### config.mk
export PLATFORM = sky130hd
export DESIGN_NAME = uart_rx_param
export DESIGN_NICKNAME = d
export VERILOG_FILES = /design/src/rtl/uart_rx_param.sv
export SDC_FILE = /design/constraint.sdc
export NUM_CORES = 1
export LEC_CHECK = 0
export CAP_MARGIN = 20
export CORE_UTILIZATION = 35
export CTS_CLUSTER_SIZE = 40
export DETAILED_ROUTE_END_ITERATION = 8
export HOLD_SLACK_MARGIN = 0.06
export SYNTH_ARGS = -nofsm -noshare
export SYNTH_HDL_FRONTEND = slang
export SYNTH_SLANG_ARGS = --single-unit
### constraint.sdc
create_clock -name clk -period 2 [get_ports clk]
set_input_delay 0.5 -clock clk [delete_from_list [all_inputs] [get_ports clk]]
set_output_delay 0.5 -clock clk [all_outputs]
set_load 0.01 [all_outputs]
### src/rtl/uart_rx_param.sv
// Parametrised oversampling UART receiver: configurable data/parity/stop format,
// error flags and a valid/ack output holding register.
module uart_rx_param #(
    parameter int DATA_BITS   = 8,
    parameter int SAMPLE_RATE = 16,
    parameter int PARITY_EN   = 0,
    parameter int PARITY_ODD  = 0,
    parameter int STOP_BITS   = 1
) (
    input  logic                 clk,
    input  logic                 reset,
    input  logic                 baud_tick,
    input  logic                 rx,
    output logic [DATA_BITS-1:0] rx_data,
    output logic                 rx_valid,
    input  logic                 rx_ack,
    output logic                 parity_err,
    output logic                 frame_err,
    output logic                 overrun_err,
    output logic                 busy
);
    localparam int TW = $clog2(SAMPLE_RATE);
    localparam int BW = $clog2(DATA_BITS + 1);
    localparam logic [TW-1:0] T_HALF      = TW'(SAMPLE_RATE / 2 - 1);
    localparam logic [TW-1:0] T_LAST      = TW'(SAMPLE_RATE - 1);
    localparam logic [BW-1:0] B_LAST_DATA = BW'(DATA_BITS - 1);
    localparam logic [BW-1:0] B_LAST_STOP = BW'(STOP_BITS - 1);
    localparam logic          ODD_BIT     = (PARITY_ODD != 0);

    typedef enum logic [2:0] {IDLE, START, DATA, PARITY, STOP} state_t;

    state_t               state_reg, state_next;
    logic [TW-1:0]        tcnt_reg, tcnt_next;
    logic [BW-1:0]        bcnt_reg, bcnt_next;
    logic [DATA_BITS-1:0] shift_reg, shift_next;
    logic                 perr_reg, perr_next;
    logic                 ferr_reg, ferr_next;
    logic                 done;
    logic                 rx_meta, rx_s;

    // Line idles high, so the synchroniser resets to 1 to avoid a false start.
    always_ff @(posedge clk or posedge reset) begin
        if (reset) begin
            rx_meta <= 1'b1;
            rx_s    <= 1'b1;
        end else begin
            rx_meta <= rx;
            rx_s    <= rx_meta;
        end
    end

    always_ff @(posedge clk or posedge reset) begin
        if (reset) begin
            state_reg <= IDLE;
            tcnt_reg  <= '0;
            bcnt_reg  <= '0;
            shift_reg <= '0;
            perr_reg  <= 1'b0;
            ferr_reg  <= 1'b0;
        end else begin
            state_reg <= state_next;
            tcnt_reg  <= tcnt_next;
            bcnt_reg  <= bcnt_next;
            shift_reg <= shift_next;
            perr_reg  <= perr_next;
            ferr_reg  <= ferr_next;
        end
    end

    always_comb begin
        state_next = state_reg;
        tcnt_next  = tcnt_reg;
        bcnt_next  = bcnt_reg;
        shift_next = shift_reg;
        perr_next  = perr_reg;
        ferr_next  = ferr_reg;
        done       = 1'b0;
        unique case (state_reg)
            IDLE: begin
                if (baud_tick && !rx_s) begin
                    tcnt_next  = '0;
                    state_next = START;
                end
            end
            START: begin
                if (baud_tick) begin
                    if (tcnt_reg == T_HALF) begin
                        if (!rx_s) begin
                            tcnt_next  = '0;
                            bcnt_next  = '0;
                            perr_next  = 1'b0;
                            ferr_next  = 1'b0;
                            state_next = DATA;
                        end else begin
                            state_next = IDLE;
                        end
                    end else begin
                        tcnt_next = tcnt_reg + 1'b1;
                    end
                end
            end
            DATA: begin
                if (baud_tick) begin
                    if (tcnt_reg == T_LAST) begin
                        tcnt_next  = '0;
                        shift_next = {rx_s, shift_reg[DATA_BITS-1:1]};
                        if (bcnt_reg == B_LAST_DATA) begin
                            bcnt_next  = '0;
                            state_next = (PARITY_EN != 0) ? PARITY : STOP;
                        end else begin
                            bcnt_next = bcnt_reg + 1'b1;
                        end
                    end else begin
                        tcnt_next = tcnt_reg + 1'b1;
                    end
                end
            end
            PARITY: begin
                if (baud_tick) begin
                    if (tcnt_reg == T_LAST) begin
                        tcnt_next  = '0;
                        perr_next  = ^shift_reg ^ rx_s ^ ODD_BIT;
                        state_next = STOP;
                    end else begin
                        tcnt_next = tcnt_reg + 1'b1;
                    end
                end
            end
            STOP: begin
                if (baud_tick) begin
                    if (tcnt_reg == T_LAST) begin
                        tcnt_next = '0;
                        ferr_next = ferr_reg | ~rx_s;
                        // Leave mid-stop-bit so an immediately following start edge is seen.
                        if (bcnt_reg == B_LAST_STOP) begin
                            bcnt_next  = '0;
                            done       = 1'b1;
                            state_next = IDLE;
                        end else begin
                            bcnt_next = bcnt_reg + 1'b1;
                        end
                    end else begin
                        tcnt_next = tcnt_reg + 1'b1;
                    end
                end
            end
            default: state_next = IDLE;
        endcase
    end

    // An ack coinciding with completion consumes the old frame and admits the new one.
    always_ff @(posedge clk or posedge reset) begin
        if (reset) begin
            rx_data     <= '0;
            rx_valid    <= 1'b0;
            parity_err  <= 1'b0;
            frame_err   <= 1'b0;
            overrun_err <= 1'b0;
        end else if (done) begin
            if (!rx_valid || rx_ack) begin
                rx_data    <= shift_reg;
                parity_err <= perr_reg;
                frame_err  <= ferr_next;
                rx_valid   <= 1'b1;
                if (rx_valid) begin
                    overrun_err <= 1'b0;
                end
            end else begin
                overrun_err <= 1'b1;
            end
        end else if (rx_ack && rx_valid) begin
            rx_valid    <= 1'b0;
            parity_err  <= 1'b0;
            frame_err   <= 1'b0;
            overrun_err <= 1'b0;
        end
    end

    assign busy = (state_reg != IDLE);

endmodule

==> flow_metrics.tcl, run 1 <==
set metrics [dict create \
    cp_max_fo 9 \
    cpPeakStageDelay_ns 0.49 \
    area_growth_pct 23.26 \
    cts.sinks 35 \
    utilization_pct 46.21 \
    crit_type "input pin to flop" \
    synth-seq-cells 35 \
    wl_per_cell_um 13.25 \
    hold_class "flop to flop" \
    syn_inst 167 \
    drive_gt1_share_pct 21.78 \
    grt_pass1_vias 1366 \
    drt_iter0_drc 63 \
    synth_fp_nets 175 \
    slew_violations 0 \
    leakagePower_uw 0.0009910 \
    totalWireLength_mm 3.564 \
    overflow 0 \
    required_ns 2.16 \
    final_common_cell "dfrtp_1" \
    syn_area_um2 1829 \
    cts.reportedPaths.clkPinSlew_ns 0.06 \
    fin_nets 209 \
    grt_max_degree 36 \
    cp_top_family "buffers and inverters" \
    layout.cells.non_filler 269 \
    vias 1315 \
    synth-simple-area-share_pct 15.80 \
    die_h_um 74.30 \
    status "complete, no violations" \
    hold_violations 0 \
    htreeDepth 2 \
    initial_core_util_pct 37.49 \
    setup_viol 0 \
    cts.path.max_buffers 2 \
    dr.pass1.iters 4 \
    final_cell_mix "dfrtp_1 (33), clkdlybuf4s50_1 (16), buf_4 (14)" \
    synth.distinct_cells 48 \
    cts_tree "done" \
    rows 25 \
    stdcell_area_um2 2255 \
    post-place-cells 261 \
    core-area_um2 4880 \
    slowest_stage "clkdlybuf4s50_1" \
    synth_compound_area_share_pct 14.71 \
    port-buffer-count 17 \
    worstMarginPinSlew_ns 0.4306 \
    io_pins 18 \
    slew_headroom_pct 71.30 \
    grt_pass1_wl_mm 6.486 \
    antenna_found_initial 0 \
    drc_errors 0 \
    synth_xor_area_share_pct 4.788 \
    ys_warn_count 0 \
    worst_path_most_repeated_cell "and3_1" \
    ir_drop_v 0.0004621 \
    cts_buffers 5 \
    fin_crit_sh_pct 94.04 \
    place_area_um2 2170 \
    viasPerCell 4.888 \
    place_congestion 0.8514 \
    root_buffer "clkbuf_8" \
    grtUsageTotal_pct 15.69 \
    fillers 475 \
    ctsHoldBuffers 0 \
    hpwl_mm 2.638 \
    worstPathArrival_ns 2.04 \
    fin_skew_ns 0.004066 \
    fin_crit_ns 1.881 \
    clock_latency_ns 0.28 \
    critPathCaptureType "flop" \
    synthMuxAreaShare_pct 10.47 \
    dieArea_um2 5520 \
    holdWs_ns 0.3560 \
    syn_area_per_cell_um2 10.95 \
    ant_nets 0 \
    startpoint_type "input pin" \
    crit_chain "clkdlybuf4s50_1, and3_1, and3_1, and3_1, buf_12, mux2_1" \
    worst-path-buf-inv 2 \
    diodes 0 \
    rsz0062_at_grt "false" \
    ys_seq_area_share_pct 48.02 \
    max_cap_violations 0 \
    synthAdderAreaFrac_pct 2.052 \
    powerDensity_nw_per_um2 795.2 \
    fmax_mhz 531.7 \
    die_x_um 74.30 \
    synth_top_family_by_area "simple AND/OR/NAND/NOR gates" \
]
[synth_stat cells (all sizes together)]
master	n	area, um2
nor3b	1	7.510
o21a	1	7.510
a21o	1	7.510
o22ai	1	6.260
and3	3	18.77
o211ai	2	15.01
dfstp	2	52.55
o32ai	1	8.760
a22o	2	17.52
o21ai	7	35.03
inv	10	37.54
and2	2	13.77
a31o	1	8.760
or4b	2	20.02
o31ai	3	36.28
xnor2	9	78.83
o2bb2ai	1	8.760
nand3	6	35.03
ha	3	37.54
nand2	12	45.04
buf	4	35.03
xor2	1	8.760
nor2b	1	6.260
nor2	10	40.04
nand2b	5	46.30
a211oi	3	22.52
nor3	3	15.01
a21oi	11	58.81
mux2	17	191.4
dfrtp	33	825.8
nor4	1	21.27
o21ba	1	10.01
a31oi	2	18.77
or3	2	12.51
o21bai	1	7.510
or4	1	7.510
clkbuf	1	3.750
[worst register-to-register path, stage by stage (launching register included)]
cell and delay, ns:
dfrtp_1 0.40, ha_1 0.28, and3_1 0.20, and3_1 0.20, and3_1 0.20, buf_12 0.15, mux2_1 0.32
[kinds of logic after synthesis]
group | count (synthesis)
mux | 17
flops | 35
buf+inv | 15
xor+xnor | 10
fa+ha+maj | 3
simple gates | 49
compound gates | 38
[cell type report]
cell class / instances / area (um2) / share of cell area [%]
clock inverters: 1 / 5.005 / 0.2220
repair buffers: 32 / 294.0 / 13.04
clock buffers: 7 / 76.32 / 3.385
well taps: 67 / 83.83 / 3.718
multi-input cells: 117 / 879.6 / 39.01
flip-flops and latches: 35 / 878.3 / 38.96
inverters: 10 / 37.54 / 1.665
[power by group]
group	switching, uW	leakage [uW]	internal (uW)	total [uW]
clock network	229	0.0000422	244	473
logic	275	0.000483	221	496
registers	58.0	0.000466	766	824
[final timing paths]
kind                              from          to  slack [ns]  depth (start not counted)
max                          baud_tick  rx_data[7]        0.12                          6
min                            rx_meta        rx_s        0.36                          0
max reg2reg                tcnt_reg[0]  rx_data[7]        0.14                          6
min reg2reg                    rx_meta        rx_s        0.36                          0
max in group asynchronous        reset        rx_s        1.04                          3
min in group asynchronous        reset   frame_err        0.62                          3
[routing by layer]
metal | vias to the layer above | global-route usage [%] | wire length [um]
li1 | 658 | - | -
met1 | 638 | 20.52 | 1695
met2 | 14 | 25.25 | 1725
met3 | 5 | 3.659 | 80
met4 | 0 | 6.289 | 62
met5 | - | 0 | 0
[through the flow]
stage / worst slack, ns / TNS (ns) / total power (uW)
floorplan: 0.2405 / 0 / 1194
global placement: -0.1266 / -2.085 / 1323
detailed placement: -0.1603 / -2.347 / 1337
CTS: 0.02979 / 0 / 1825
global route: 0.005750 / 0 / 1923
finish: 0.1192 / 0 / 1793
[what timing repair did]
item | 4_1_cts | 5_1_grt
resized for setup | 1 | 1
endpoints found under the setup margin | 1 | 8
setup buffers | 0 | 0
Power figures use the tool's default switching activity.
==> run 2, diff against run 1 <==
Settings changed: PLACE_DENSITY set to 0.57.
==> flow_metrics.tcl, run 2 (synthesis results as in run 1) <==
set metrics [dict create \
    status "complete, no violations" \
    htreeDepth 2 \
    required_ns 2.16 \
    max_cap_violations 0 \
    wl_per_cell_um 13.47 \
    grt_pass1_wl_mm 6.630 \
    netSwitchingFraction_pct 32.08 \
    fin_nets 212 \
    fillers 477 \
    die_h_um 74.30 \
    rsz0062_at_grt "false" \
    antenna_found_initial 0 \
    power.share.clock_pct 26.8 \
    clock_latency_ns 0.28 \
    critPathCaptureType "flop" \
    drc_errors 0 \
    internal_power_uw 1234 \
    holdWs_ns 0.3616 \
    diodes 0 \
    ir_drop_v 0.0004443 \
    drive_gt1_share_pct 23.41 \
    initial_core_util_pct 37.49 \
    drt_iter0_drc 47 \
    setup_viol 0 \
    die_x_um 74.30 \
    crit_type "flop to flop" \
    grt_max_degree 15 \
    fmax_mhz 535.5 \
    fin_skew_ns 0.003045 \
    overflow 0 \
    hold_violations 0 \
    grt_pass1_vias 1436 \
    combPwrFrac_pct 27.9 \
    cp_max_fo 5 \
    p_seq_share_pct 45.3 \
    leakagePower_uw 0.001003 \
    cts_buffers 5 \
    cts_tree "done" \
    worstPathArrival_ns 2.03 \
    core-area_um2 4880 \
    io_pins 18 \
    dr.pass1.iters 4 \
    hpwl_mm 2.806 \
    totalWireLength_mm 3.663 \
    grtUsageTotal_pct 16.25 \
    viasPerCell 4.982 \
    worstMarginPinSlew_ns 0.3977 \
    setup_slack_ns 0.1327 \
    fin_crit_sh_pct 93.36 \
    p_sw_uw 582.9 \
    final_common_cell "dfrtp_1" \
    port-buffer-count 17 \
    ant_nets 0 \
    cts.path.max_buffers 2 \
    area_growth_pct 24.01 \
    cts.sinks 35 \
    cts.reportedPaths.clkPinSlew_ns 0.07 \
    finalPower_uw 1817 \
    post-place-ws_ns -0.1562 \
    rows 25 \
    root_buffer "clkbuf_8" \
    startpoint_type "flop" \
    dieArea_um2 5520 \
    fin_crit_ns 1.867 \
    place_congestion 0.8587 \
    slew_headroom_pct 73.31 \
    vias 1355 \
    hold_class "flop to flop" \
    powerDensity_nw_per_um2 801.0 \
    rrSetupSlack_ns 0.13 \
    utilization_pct 46.49 \
    slew_violations 0 \
    final_cell_mix "dfrtp_1 (33), buf_4 (18), clkdlybuf4s50_1 (16)" \
]
## run 2: metal layers
| metal | track usage [%] | vias up | share of wire (%) |
|---|---|---|---|
| met4 | 6.289 | 0 | 1.5 |
| li1 | - | 664 | - |
| met5 | 0 | - | 0 |
| met2 | 27.58 | 30 | 49 |
| met3 | 4.065 | 6 | 3.6 |
| met1 | 19.95 | 655 | 46 |
## run 2: stage by stage
| stage | instances | setup TNS, ns | cell area, um2 |
|---|---|---|---|
| CTS | 272 | 0 | 2263 |
| detailed placement | 264 | -2.146 | 2180 |
| global route | 272 | 0 | 2268 |
| global placement | 264 | -2.189 | 2180 |
| floorplan | 167 | 0 | 1829 |
| finish | 272 | 0 | 2268 |
## run 2: power groups by stage
stage / clock (uW) / sequential (uW) / combinational [uW]
floorplan: 0 / 828 / 366
global placement: 0 / 833 / 499
detailed placement: 0 / 836 / 507
CTS: 511 / 824 / 507
global route: 548 / 835 / 574
finish: 487 / 824 / 507
## run 2: final cells by class
cell class              instances  area, um2  area share, %
multi-input cells             117      879.6          38.78
flip-flops and latches         35      878.3          38.72
repair buffers                 35      304.0          13.40
well taps                      67      83.83          3.696
clock buffers                   6      72.57          3.199
inverters                      10      37.54          1.655
clock inverters                 2      12.51         0.5516
## run 2: repair_timing
action                                 4_1_cts  5_1_grt
setup endpoints to repair                    1        8
gates resized for setup                      1        1
endpoints found under the hold margin        0        0
buffers inserted                             0        0
hold buffers                                 0        0
## run 2: worst paths after layout
path | start | to | cells past startpoint
setup / recovery | tcnt_reg[0] | rx_data[6] | 6
hold / removal | rx_meta | rx_s | 0
setup reg to reg | tcnt_reg[0] | rx_data[6] | 6
hold reg to reg | rx_meta | rx_s | 0
max in group asynchronous | reset | rx_meta | 3
min in group asynchronous | reset | rx_data[0] | 2
## run 2: critical path: stages (launching register included)
cell     delay (ns)
dfrtp_1        0.40
ha_1           0.29
and3_1         0.21
and3_1         0.19
and3_1         0.19
buf_4          0.16
mux2_1         0.31
==> run 3, diff against run 2 <==
Settings changed: SLEW_MARGIN set to 10.
==> results of run 3 <==
The final DEF is identical to that of run 2; final timing and power are the same.
